--- src/rtl/ct_ifu_btb_upd_queue.sv ---
// ct_ifu_btb_upd_queue: buffers main-BTB mispredict updates from the IB-stage
// address generator and drains them into the single-ported BTB SRAM write
// port whenever the BTB read pipeline leaves the array idle.
// Optional feature macro: IFU_BTB_UPD_MERGE_EN (duplicate {index, tag} updates
// overwrite the queued target instead of taking a new slot).
// Write handshake: btbupd_btb_wen is a one-cycle strobe; the SRAM accepts it
// unconditionally, and a read request (pcgen_btb_rd_req) holds it low, so a
// write only ever happens in a cycle where rd_req is low.

// Latch-based clock gate; the enable is captured while the clock is low so the
// gated clock cannot glitch.
module gated_clk_cell (
    input  logic clk_in,
    input  logic global_en,
    input  logic module_en,
    input  logic local_en,
    input  logic external_en,
    input  logic pad_yy_icg_scan_en,
    output logic clk_out
);
    logic clk_en_bf_latch;
    logic clk_en_lat;

    assign clk_en_bf_latch = (global_en && (module_en || local_en)) || external_en;

    // Transparent while the clock is low, holds during the high phase.
    always_latch begin
        if (!clk_in) clk_en_lat <= clk_en_bf_latch;
    end

    assign clk_out = clk_in && (clk_en_lat || pad_yy_icg_scan_en);
endmodule

module ct_ifu_btb_upd_queue #(
    parameter int DEPTH = 4
) (
    input  logic        forever_cpuclk,
    input  logic        cpurst_b,
    input  logic        cp0_ifu_icg_en,
    input  logic        cp0_yy_clk_en,
    input  logic        pad_yy_icg_scan_en,
    input  logic        addrgen_btb_update_vld,
    input  logic [9:0]  addrgen_btb_index,
    input  logic [9:0]  addrgen_btb_tag,
    input  logic [19:0] addrgen_btb_target_pc,
    input  logic        pcgen_btb_rd_req,
    input  logic        cp0_ifu_btb_inv,
    output logic        btbupd_btb_wen,
    output logic [9:0]  btbupd_btb_windex,
    output logic [9:0]  btbupd_btb_wtag,
    output logic [19:0] btbupd_btb_wtarget,
    output logic [1:0]  btbupd_btb_wway,
    output logic        btbupd_ifctrl_busy,
    output logic        btbupd_hpcp_drop
);
    localparam int AW = $clog2(DEPTH);
    localparam int PW = AW + 1;

    logic [PW-1:0]  wptr_q, wptr_d;
    logic [PW-1:0]  rptr_q, rptr_d;
    logic [DEPTH-1:0] vld_q, vld_d;
    logic [9:0]     idx_q [DEPTH];
    logic [9:0]     idx_d [DEPTH];
    logic [9:0]     tag_q [DEPTH];
    logic [9:0]     tag_d [DEPTH];
    logic [19:0]    tgt_q [DEPTH];
    logic [19:0]    tgt_d [DEPTH];
    logic [1:0]     way_q, way_d;

    logic           empty, full, deq, enq, merge, drop;
    logic [AW-1:0]  rd_idx, wr_idx, merge_ptr;
    logic           head_vld;
    logic           local_en;
    logic           upd_clk;

    assign rd_idx = rptr_q[AW-1:0];
    assign wr_idx = wptr_q[AW-1:0];

    // The wrap bit distinguishes full from empty when the low bits coincide.
    assign empty = (wptr_q == rptr_q);
    assign full  = (wptr_q[AW-1:0] == rptr_q[AW-1:0]) && (wptr_q[AW] != rptr_q[AW]);

    // Read pipeline owns the array whenever it asks; invalidate also blocks writes.
    assign deq = !empty && !pcgen_btb_rd_req && !cp0_ifu_btb_inv;

`ifdef IFU_BTB_UPD_MERGE_EN
    // Find a live entry with the same {index, tag}; the head leaving this cycle is excluded.
    always_comb begin
        merge     = 1'b0;
        merge_ptr = '0;
        for (int i = 0; i < DEPTH; i++) begin
            if (vld_q[i] && (idx_q[i] == addrgen_btb_index) && (tag_q[i] == addrgen_btb_tag)
                && !(deq && (AW'(i) == rd_idx))) begin
                merge     = addrgen_btb_update_vld;
                merge_ptr = AW'(i);
            end
        end
    end
`else
    assign merge     = 1'b0;
    assign merge_ptr = '0;
`endif

    // A dequeue in the same cycle never frees a slot for the incoming request.
    assign enq  = addrgen_btb_update_vld && !merge && !full && !cp0_ifu_btb_inv;
    assign drop = addrgen_btb_update_vld && !merge &&  full && !cp0_ifu_btb_inv;

    assign local_en = addrgen_btb_update_vld || deq || cp0_ifu_btb_inv;

    gated_clk_cell x_upd_gated_clk (
        .clk_in             (forever_cpuclk),
        .global_en          (cp0_yy_clk_en),
        .module_en          (cp0_ifu_icg_en),
        .local_en           (local_en),
        .external_en        (1'b0),
        .pad_yy_icg_scan_en (pad_yy_icg_scan_en),
        .clk_out            (upd_clk)
    );

    // Next-state for pointers, valid bits, payload and way counter.
    always_comb begin
        wptr_d = wptr_q;
        rptr_d = rptr_q;
        vld_d  = vld_q;
        idx_d  = idx_q;
        tag_d  = tag_q;
        tgt_d  = tgt_q;
        way_d  = way_q;
        if (cp0_ifu_btb_inv) begin
            wptr_d = '0;
            rptr_d = '0;
            vld_d  = '0;
            way_d  = 2'd0;
        end else begin
            if (deq) begin
                vld_d[rd_idx] = 1'b0;
                rptr_d        = rptr_q + 1'b1;
                way_d         = way_q + 2'd1;
            end
            if (merge) begin
                tgt_d[merge_ptr] = addrgen_btb_target_pc;
            end
            if (enq) begin
                vld_d[wr_idx] = 1'b1;
                idx_d[wr_idx] = addrgen_btb_index;
                tag_d[wr_idx] = addrgen_btb_tag;
                tgt_d[wr_idx] = addrgen_btb_target_pc;
                wptr_d        = wptr_q + 1'b1;
            end
        end
    end

    // All queue state lives on the gated clock; reset clears everything.
    always_ff @(posedge upd_clk or negedge cpurst_b) begin
        if (!cpurst_b) begin
            wptr_q <= '0;
            rptr_q <= '0;
            vld_q  <= '0;
            way_q  <= 2'd0;
            for (int i = 0; i < DEPTH; i++) begin
                idx_q[i] <= '0;
                tag_q[i] <= '0;
                tgt_q[i] <= '0;
            end
        end else begin
            wptr_q <= wptr_d;
            rptr_q <= rptr_d;
            vld_q  <= vld_d;
            way_q  <= way_d;
            idx_q  <= idx_d;
            tag_q  <= tag_d;
            tgt_q  <= tgt_d;
        end
    end

    // Head fields are shown only while the head slot holds a live entry.
    assign head_vld           = vld_q[rd_idx];
    assign btbupd_btb_wen     = deq;
    assign btbupd_btb_windex  = head_vld ? idx_q[rd_idx] : 10'd0;
    assign btbupd_btb_wtag    = head_vld ? tag_q[rd_idx] : 10'd0;
    assign btbupd_btb_wtarget = head_vld ? tgt_q[rd_idx] : 20'd0;
    assign btbupd_btb_wway    = way_q;
    assign btbupd_ifctrl_busy = !empty;
    assign btbupd_hpcp_drop   = drop;
endmodule

--- config.mk ---
export PLATFORM = sky130hd
export DESIGN_NAME = ct_ifu_btb_upd_queue
export DESIGN_NICKNAME = d
export VERILOG_FILES = /design/src/rtl/ct_ifu_btb_upd_queue.sv
export SDC_FILE = /design/constraint.sdc
export NUM_CORES = 1
export LEC_CHECK = 0
export CAP_MARGIN = 0
export CORE_ASPECT_RATIO = 0.9
export CORE_MARGIN = 3
export CORE_UTILIZATION = 40
export CTS_CLUSTER_SIZE = 8
export DETAILED_ROUTE_END_ITERATION = 8
export GPL_ROUTABILITY_DRIVEN = 0
export PLACE_DENSITY_LB_ADDON = 0.1
export RECOVER_POWER = 100
export SYNTH_ARGS = -nofsm -noshare
export SYNTH_HDL_FRONTEND = slang
export SYNTH_SLANG_ARGS = --single-unit
--- constraint.sdc ---
create_clock -name vclk -period 1.3
set_input_delay 0.39 -clock vclk [all_inputs]
set_output_delay 0.39 -clock vclk [all_outputs]
set_load 0.005 [all_outputs]
==> flow_metrics.env, run 1 <==
export IMPL_untimed_endpoints=216
export IMPL_pwr_share_clk_pct=0
export IMPL_grt_remaining_overflow=0
export IMPL_place_port_buffers=93
export IMPL_finalCoreUtilization_pct=46.40
export IMPL_drt_total_wl_um=18300
export IMPL_nFillCells=1876
export IMPL_initial_utilization_pct=40.99
export IMPL_switching_power_mw=0.5996
export IMPL_power_mw=1.558
export IMPL_syn_inst=552
export IMPL_rsz0062_at_grt="true"
export IMPL_arrival_ns=0.95
export IMPL_fin_crit_ns=1.342
export IMPL_num_vias=4804
export IMPL_synth_distinct_cells=48
export IMPL_end_kind="output port"
export IMPL_hp_class="input port to output port"
export IMPL_hold_viol=0
export IMPL_tightest_slew_ns=1.102
export IMPL_grt_usage_pct=15.47
export IMPL_hpwl_um=11390
export IMPL_synth_area_um2=8566
export IMPL_regArea_um2=4324
export IMPL_syn_area_per_cell_um2=15.52
export IMPL_seq_power_share_pct=32.5
export IMPL_async_flop_share_pct=99.42
export IMPL_outcome="finished, violations left"
export IMPL_violations="negative setup slack"
export IMPL_nets=679
export IMPL_core_rowCount=50
export IMPL_vdd_drop_max_mv=0.1823
export IMPL_core_um2=20900
export IMPL_swShare_pct=38.49
export IMPL_synth_top_flop_cell="dfrtp_1"
export IMPL_syn_nets=608
export IMPL_drv_slew=0
export IMPL_avgRoutedWirePerCell_um=20.17
export IMPL_p_leak_nw=4.115
export IMPL_drt_pass1_iterations=4
export IMPL_antenna_found_initial=0
export IMPL_die_height_um=144.8
export IMPL_drive_gt1_share_pct=37.20
export IMPL_cp_start_kind="input port"
export IMPL_synth_edf_count=0
export IMPL_num_antenna_cells=0
export IMPL_synth_seq_cells=173
export IMPL_unclocked_pins=173
export IMPL_cell_internal_pwr_mw=0.9583
export IMPL_clock_fmax_mhz=745.2
export IMPL_min_period_over_period_pct=103.2
export IMPL_yosysWarnings=0
export IMPL_worstSetupPathType="input port to output port"
export IMPL_finalWorstSetupSlack_ns=-0.04200
export IMPL_drc=0
export IMPL_crit_fanout=2
export IMPL_drt_initial_drc_count=233
export IMPL_required_ns=0.91
export IMPL_powerDensity_nw_per_um2=160.7
export IMPL_areaGrowthSynthToFinish_pct=13.19
export IMPL_p_comb_share_pct=67.5
export IMPL_die_width_um=160.3
export IMPL_holdBufCountCts=0
export IMPL_relSlewSlack_pct=26.37
export IMPL_drt_vias_per_instance=5.297
export IMPL_multi_input_area_um2=3945
export IMPL_grt_max_degree=116
export IMPL_cap_violations=0
export IMPL_pre_cts_slack_ns=-0.7847
export IMPL_min_path_cells=4
export IMPL_detail_route_antenna_nets=0
export IMPL_setup_violations=1
export IMPL_hold_ws_ns=1.124
export IMPL_grt_first_pass_wirelength_um=29440
export IMPL_dieArea_um2=23210
export IMPL_io_pins=93
export IMPL_grt_pass1_vias=5205
-- final timing paths --
check | from | to | slack [ns]
worst max-delay path | cp0_ifu_btb_inv | btbupd_hpcp_drop | -0.04
worst min-delay path | pcgen_btb_rd_req | btbupd_btb_wen | 1.12
-- critical path, stage by stage --
cell     delay [ns]
buf_6          0.07
and2b_2        0.21
and3_1         0.16
buf_2          0.12
-- placed cells by master, fill, tap and decap left out, drive strengths merged, types with 2 or more instances in the layout --
| cell | count |
|---|---|
| clkdlybuf4s50 | 87 |
| o311ai | 4 |
| nand2b | 4 |
| dfrtp | 172 |
| nand2 | 4 |
| a21oi | 2 |
| nor2b | 46 |
| mux4 | 40 |
| xor2 | 3 |
| o311a | 4 |
| nor4 | 2 |
| o21a | 2 |
| o21ai | 10 |
| nor2 | 3 |
| mux2i | 2 |
| o211ai | 2 |
| buf | 21 |
| nand3 | 4 |
| inv | 7 |
| mux2 | 161 |
| ha | 8 |
| xnor2 | 3 |
| a31oi | 3 |
| nand4 | 7 |
| a22oi | 2 |
| nor3 | 3 |
| or4 | 2 |
-- power groups by stage --
stage	logic, mW	registers, mW	clock network, mW
2_1_floorplan	0.570	0.494	0
3_3_place_gp	1.03	0.495	0
3_5_place_dp	1.07	0.505	0
4_1_cts	1.08	0.506	0
5_1_grt	1.16	0.522	0
6_report	1.05	0.506	0
-- synth_stat cells (all sizes together), types with 4 or more instances --
master | instances | area share [%]
buf | 27 | 2.8
clkbuf | 12 | 0.54
dfrtp | 172 | 50
ha | 8 | 1.2
inv | 7 | 0.31
mux2 | 161 | 23
mux4 | 40 | 11
nand2 | 4 | 0.18
nand2b | 4 | 0.29
nand3 | 4 | 0.23
nand4 | 7 | 0.51
nor2b | 46 | 3.4
o21ai | 10 | 0.58
o311a | 4 | 0.47
o311ai | 4 | 1.2
-- cell families (layout without fill, tap and decap cells) --
family,after synthesis,count (layout),share of synthesized area [%]
XOR/XNOR,6,6,1.227
AO/OA/AOI/OAI,34,34,3.666
AND/OR/NAND/NOR,82,82,5.843
buffers and inverters,46,115,3.696
latches,1,1,0.1752
multiplexers,203,203,33.98
flip-flops,172,172,50.25
adder cells (fa/ha/maj),8,8,1.169
-- stage by stage --
stage               TNS (ns)  std cells  area [um2]
global placement      -1.555        905        9677
finish              -0.04200        907        9696
CTS                 -0.03180        907        9696
floorplan                  0        552        8567
global route        -0.06759        907        9696
detailed placement    -1.566        905        9677
-- per-layer routing --
metal  vias up  GRT usage (%)  wire (um)
met5         -              0          0
met4         0         0.1370          0
met3         0         0.9960        401
met2        60          27.36       9086
met1      2582          22.66       8807
li1       2162              -          -
-- layout make-up --
class                      instances  area share [%]
sequential                       173           44.60
multi-input combinational        333           40.69
timing repair buffer             108           10.75
tap                              286           3.691
inverter                           7          0.2710
-- registers in the layout, summed over array words and instances (netlist names) --
signal,flops
btbupd_btb_wway,2
tgt_q,80
tag_q,40
wptr_q,3
rptr_q,3
vld_q,4
idx_q,40
x_upd_gated_clk.clk_en_lat,1
-- what timing repair did --
| item | in CTS | in global routing |
|---|---|---|
| resized for setup | 24 | 0 |
| setup buffers | 2 | 0 |
| pin swaps | 1 | 0 |
| endpoints found under the setup margin | 2 | 1 |
(Power assumes the default switching activity.)
==> run 2: changes to the inputs <==
CAP_MARGIN = 15   (was 0)
==> results of run 2 <==
No change in the layout: final DEF, timing and power equal those of run 1.
